File: config.mk
export PLATFORM = sky130hd
export DESIGN_NAME = dot_product_ctrl
export DESIGN_NICKNAME = d
export VERILOG_FILES = /design/src/rtl/dot_product_ctrl.sv
export SDC_FILE = /design/constraint.sdc
export NUM_CORES = 1
export LEC_CHECK = 0
export BUFFER_PORTS_ARGS = -buffer_cell sky130_fd_sc_hd__buf_2
export CAP_MARGIN = 0
export CORE_MARGIN = 1.5
export CORE_UTILIZATION = 45
export DETAILED_ROUTE_END_ITERATION = 10
export GPL_TIMING_DRIVEN = 1
export HOLD_SLACK_MARGIN = 0.15
export PLACE_DENSITY = 0.74
export SYNTH_ARGS = -nofsm -noshare
export SYNTH_HDL_FRONTEND = slang
export SYNTH_SLANG_ARGS = --single-unit
File: constraint.sdc
create_clock -name clk -period 6.05 [get_ports clk]
set_input_delay 0.605 -clock clk [delete_from_list [all_inputs] [get_ports clk]]
set_output_delay 0.605 -clock clk [all_outputs]
set_load 0.01 [all_outputs]
File: src/rtl/dot_product_ctrl.sv
// Job sequencer for one pe_group of Para_Deg MAC lanes: clear, optional bias
// preload, operand streaming, pipeline drain, and result hand-off.
module dot_product_ctrl #(
    parameter int unsigned Data_Width = 8,
    parameter int unsigned Para_Deg   = 3,
    parameter int unsigned Len_Width  = 8,
    parameter int unsigned PE_Latency = 1
) (
    input  logic                                clk,
    input  logic                                reset,
    input  logic                                start,
    input  logic [Len_Width-1:0]                len,
    input  logic                                bias_en,
    input  logic [Para_Deg*2*Data_Width-1:0]    bias,
    output logic                                busy,
    output logic                                start_err,
    input  logic                                in_valid,
    output logic                                in_ready,
    input  logic [Para_Deg*Data_Width-1:0]      in_data0,
    input  logic [Para_Deg*Data_Width-1:0]      in_data1,
    output logic                                pe_reset,
    output logic                                pe_load_old_output,
    output logic [Para_Deg*Data_Width-1:0]      pe_data0,
    output logic [Para_Deg*Data_Width-1:0]      pe_data1,
    output logic [Para_Deg*2*Data_Width-1:0]    pe_old_output,
    input  logic [Para_Deg*2*Data_Width-1:0]    pe_result,
    output logic                                out_valid,
    input  logic                                out_ready,
    output logic [Para_Deg*2*Data_Width-1:0]    out_result
);

    localparam int unsigned VEC_W   = Para_Deg * Data_Width;
    localparam int unsigned RES_W   = Para_Deg * 2 * Data_Width;
    localparam int unsigned DRAIN_W = $clog2(PE_Latency + 1) + 1;

    typedef enum logic [2:0] {
        IDLE   = 3'd0,
        CLEAR  = 3'd1,
        LOAD   = 3'd2,
        ACCUM  = 3'd3,
        DRAIN  = 3'd4,
        RESULT = 3'd5
    } state_t;

    state_t               state_q, state_d;
    logic [Len_Width-1:0] len_q, len_d;
    logic [Len_Width-1:0] beat_cnt_q, beat_cnt_d;
    logic [DRAIN_W-1:0]   drain_cnt_q, drain_cnt_d;
    logic                 bias_en_q, bias_en_d;
    logic [RES_W-1:0]     bias_q, bias_d;

    logic                 busy_d, start_err_d, in_ready_d, out_valid_d;
    logic                 pe_reset_d, pe_load_d;
    logic [VEC_W-1:0]     pe_data0_d, pe_data1_d;
    logic [RES_W-1:0]     pe_old_d, out_result_d;

    // Next-state logic and next values of every registered output.
    always_comb begin
        state_d      = state_q;
        len_d        = len_q;
        beat_cnt_d   = beat_cnt_q;
        drain_cnt_d  = drain_cnt_q;
        bias_en_d    = bias_en_q;
        bias_d       = bias_q;
        start_err_d  = 1'b0;
        pe_data0_d   = '0;
        pe_data1_d   = '0;
        out_result_d = out_result;

        case (state_q)
            IDLE: begin
                if (start) begin
                    if (len != '0) begin
                        len_d     = len;
                        bias_en_d = bias_en;
                        bias_d    = bias;
                        state_d   = CLEAR;
                    end else begin
                        start_err_d = 1'b1;
                    end
                end
            end
            CLEAR: begin
                beat_cnt_d = '0;
                state_d    = bias_en_q ? LOAD : ACCUM;
            end
            LOAD: begin
                state_d = ACCUM;
            end
            ACCUM: begin
                if (in_valid && in_ready) begin
                    pe_data0_d = in_data0;
                    pe_data1_d = in_data1;
                    beat_cnt_d = beat_cnt_q + Len_Width'(1);
                    if ((beat_cnt_q + Len_Width'(1)) == len_q) begin
                        drain_cnt_d = '0;
                        state_d     = DRAIN;
                    end
                end
            end
            DRAIN: begin
                // Last beat needs PE_Latency cycles to land, plus one for its pe_data cycle.
                if (drain_cnt_q == DRAIN_W'(PE_Latency)) begin
                    out_result_d = pe_result;
                    state_d      = RESULT;
                end else begin
                    drain_cnt_d = drain_cnt_q + DRAIN_W'(1);
                end
            end
            RESULT: begin
                if (out_ready) begin
                    state_d = IDLE;
                end
            end
            default: begin
                state_d = IDLE;
            end
        endcase

        busy_d      = (state_d != IDLE);
        in_ready_d  = (state_d == ACCUM);
        out_valid_d = (state_d == RESULT);
        pe_reset_d  = (state_d == IDLE) || (state_d == CLEAR);
        pe_load_d   = (state_d == LOAD);
        pe_old_d    = (state_d == LOAD) ? bias_q : '0;
    end

    // State, job context and registered outputs.
    always_ff @(posedge clk or negedge reset) begin
        if (!reset) begin
            state_q            <= IDLE;
            len_q              <= '0;
            beat_cnt_q         <= '0;
            drain_cnt_q        <= '0;
            bias_en_q          <= 1'b0;
            bias_q             <= '0;
            busy               <= 1'b0;
            start_err          <= 1'b0;
            in_ready           <= 1'b0;
            out_valid          <= 1'b0;
            pe_reset           <= 1'b1;
            pe_load_old_output <= 1'b0;
            pe_data0           <= '0;
            pe_data1           <= '0;
            pe_old_output      <= '0;
            out_result         <= '0;
        end else begin
            state_q            <= state_d;
            len_q              <= len_d;
            beat_cnt_q         <= beat_cnt_d;
            drain_cnt_q        <= drain_cnt_d;
            bias_en_q          <= bias_en_d;
            bias_q             <= bias_d;
            busy               <= busy_d;
            start_err          <= start_err_d;
            in_ready           <= in_ready_d;
            out_valid          <= out_valid_d;
            pe_reset           <= pe_reset_d;
            pe_load_old_output <= pe_load_d;
            pe_data0           <= pe_data0_d;
            pe_data1           <= pe_data1_d;
            pe_old_output      <= pe_old_d;
            out_result         <= out_result_d;
        end
    end

endmodule

==> implementation parameters <==
Parameter                              Value

Floorplan
  Die Wd    about 140 um
  Num ports    between 300 and 400
  Starting utilization of the core area    between 40 and 50%
  Rows    48
  Core Box Area    about 0.017 mm^2
  Die span in y    about 140 um
  Die area    0.0186 mm^2

Detailed routing
  Total DRC errors in the routed layout    0
  Post-Route WL    between 15000 and 20000 um
  Wirelength per Cell    about 17 um
  Number of nets with antenna violations after detailed routing    0
  Initial detailed-routing violation count    between 150 and 200
  Pre-antenna DRT Iters    4
  Via count of the routed design    approximately 5300
  Via density    4.84

Logic synthesis
  Dominant cells by area after synthesis    dfrtp_1, mux2_2, and2_1, and3_1, xnor2_1
  Synth async-reset ratio    between 90% and 100%
  Total of flip-flops plus latches after synthesis    between 200 and 250
  Post-synthesis cell area    0.00802 mm^2
  Dominant synthesized flop cell    dfrtp_1
  Yosys cell types    38
  Gate count after technology mapping    545
  Share of the yosys chip area belonging to registers    slightly below 70%
  Number of warning messages in the yosys log    0
  Area share of the largest cell type after synthesis    between 60 and 70%
  Top post-synthesis cells by count    dfrtp_1, mux2_2, and2_1, and3_1, clkbuf_1
  Number of flops mapped to enable cells by yosys    0
  Mapped Nets    about 710
  Library cell with the highest instance count after synthesis    dfrtp_1
  Cell type contributing the most total cell area after synthesis    dfrtp_1
  Syn_area_per_cell    around 15 um^2

Worst setup path
  Data arrival, critical path    between 2 and 3 ns
  Sort of element at the start of the critical path    register
  Critical Path End Type    register
  Depth of the most critical reg-to-reg path    4
  Launch point of the worst reg-to-reg path    state_q[1]$_DFF_PN0_
  Critical path type    register to register
  Data required, critical path    6.43 ns
  Critical path fanouts, max    between 50 and 60
  Reg2Reg Capture Point    bias_q[32]$_DFFE_PN0P_
  Timing startpoint of the critical path    state_q[1]$_DFF_PN0_
  Termination of the worst setup path    bias_q[32]$_DFFE_PN0P_
  Slack of the worst reg-to-reg path    3.54 ns

Flow run
  Max-cap check violation count    0

Power
  Sum of internal, switching and leakage power    roughly 0.0036 W
  Largest vdd supply drop    ~0.00023 V
  Leakage power summed over all cells    5.85 nW
  Net Switching    roughly 0.00084 W
  Sequential group share of total power    a little under half
  Switching Fraction    23.3%
  Clock share of power    42.9%
  Logic gate share of total power    10.9%
  Cell internal power dissipation    between 0.002 and 0.003 W
  Power density over the cells    between 300 and 400 mW/mm^2

Placement
  Post-place setup slack    roughly 3.5 ns
  Weighted congestion at the end of routability-driven global placement    0.812
  Port Buf Inserts    307
  DPL Wire Length    approximately 13000 um

GRT
  First-pass GRT wire length    28700 um
  Grt total ovfl    0
  Overall Global Routing Usage    19.6%
  Number of antenna violations at the first check in global routing    2
  Number of global-route vias before repair    about 5600
  Maximum number of pins on one net before global-route repair    approximately 100

Timing
  Least-Margin Pin Slew    slightly below 0.9 ns
  Period utilisation layout    roughly two fifths
  Max Clock Freq    around 400 MHz
  Slew Limit Headroom    approximately 42%
  Final Slew Violations    0
  Post-layout min period    roughly 2.5 ns
  Post-layout worst setup margin    roughly 3.5 ns
  Final count of hold timing violations    0
  Setup TNS    0 ns
  Setup violation total in the final timing report    0
  Setup repair after global routing missed its margin    no
  Clock skew    approximately 0.013 ns

Clocking
  Clock tree from TritonCTS    built
  Hold-fix buffers at CTS    0
  CTS root buf    clkbuf_16
  Clock transition at the registers of the reported paths    about 0.060 ns
  Clock Latency Late Sink    approximately 0.50 ns
  CTS Buf Count    24
  Depth of the CTS H-tree    1
  Max clock buf depth    3
  Post_cts resized    0
  Setup Buffers After CTS    0
  Total clock sinks    220

Status
  Outcome    finished clean

Final layout
  Nets@finish    between 1000 and 1500
  Signed area change from the synthesized netlist to the final layout    32.9%
  Share of final-layout standard cells stronger than drive strength 1    ~53%

Min path
  Class of the worst hold path    input pin to async pin
[final cells by class]
| class | count | area, um^2 |
|---|---|---|
| fillers | 1368 | 6700 |
| flip-flops and latches | 220 | 5510 |
| multi-input cells | 291 | 2400 |
| repair buffers | 314 | 1600 |
| clock buffers | 34 | 699 |
| well taps | 225 | 282 |
| clock inverters | 8 | 156 |
| inverters | 4 | 15.0 |
| diodes | 2 | 5.00 |
[power groups by stage]
stage	Clock (W)	Sequential, W	Combinational (W)
6_report	0.00154	0.00166	0.000392
4_1_cts	0.00158	0.00166	0.000399
3_3_place_gp	0	0.00168	0.000386
3_5_place_dp	0	0.00168	0.000395
5_1_grt	0.00164	0.00167	0.000445
2_1_floorplan	0	0.00169	0.000207
[worst max-delay path, cell delays in order (launching register included)]
cell      delay (ns)
dfrtp_1         0.50
nor4b_2         0.46
a21boi_4        0.38
buf_4           0.60
mux2_2          0.41
[worst min path at each step]
stage	end	depth (start not counted)
final	bias_q[10]$_DFFE_PN0P_	1
after global routing	bias_q[10]$_DFFE_PN0P_	1
after CTS	bias_q[10]$_DFFE_PN0P_	1
after detailed placement	out_result[32]$_DFFE_PN0P_	1
after global placement	out_result[32]$_DFFE_PN0P_	1
after floorplan	beat_cnt_q[0]$_DFFE_PN0P_	0
[cell families (layout without fill, tap and decap cells)]
group           after synthesis  in the layout  share of synthesized area, %
flops                       220            220                          68.7
simple gates                144            144                          11.0
mux                         105            105                          14.7
buf+inv                      34            360                          1.75
compound gates               25             25                          1.95
xor+xnor                     15             15                          1.64
fa+ha+maj                     2              2                         0.312
other cells                   0              2                             0
[placed cells by master, fill, tap and decap left out, types with 5 or more instances in the layout]
cell       count
o21ai_0       12
and2_1        51
and3_1        51
xnor2_1       12
nand2_1        9
dfrtp_1      219
clkbuf_1       5
buf_2        306
mux2_2       103
nor2_1        12
clkbuf_16     25
buf_4          7
[registers in the layout, summed over array words and instances, names as in the netlist]
register and cells:
out_result 48, pe_data0 24, pe_old_output 48, out_valid 1, bias_en_q 1, len_q 8
state_q 3, busy 1, in_ready 1, pe_data1 24, beat_cnt_q 8, start_err 1
bias_q 48, pe_reset 1, pe_load_old_output 1, drain_cnt_q 2
[per-stage QoR]
step | instances | area, um^2 | util, % | hold slack (ns)
after detailed placement | 1054 | 9800 | 56.5 | 0.482
after CTS | 1096 | 10700 | 61.4 | 0.167
final | 1098 | 10700 | 61.4 | 0.151
after floorplan | 545 | 8020 | - | 0.309
after global placement | 1054 | 9800 | 56.5 | 0.463
after global routing | 1098 | 10700 | 61.4 | 0.187
[metal layers]
metal	global-route usage, %	vias up	part of all wire (%)
met3	6.04	32	9.3
met5	0	-	0
met4	5.50	0	1.9
met1	23.7	2585	39
met2	33.7	212	50
li1	-	2486	-
(Power assumes the default switching activity.)
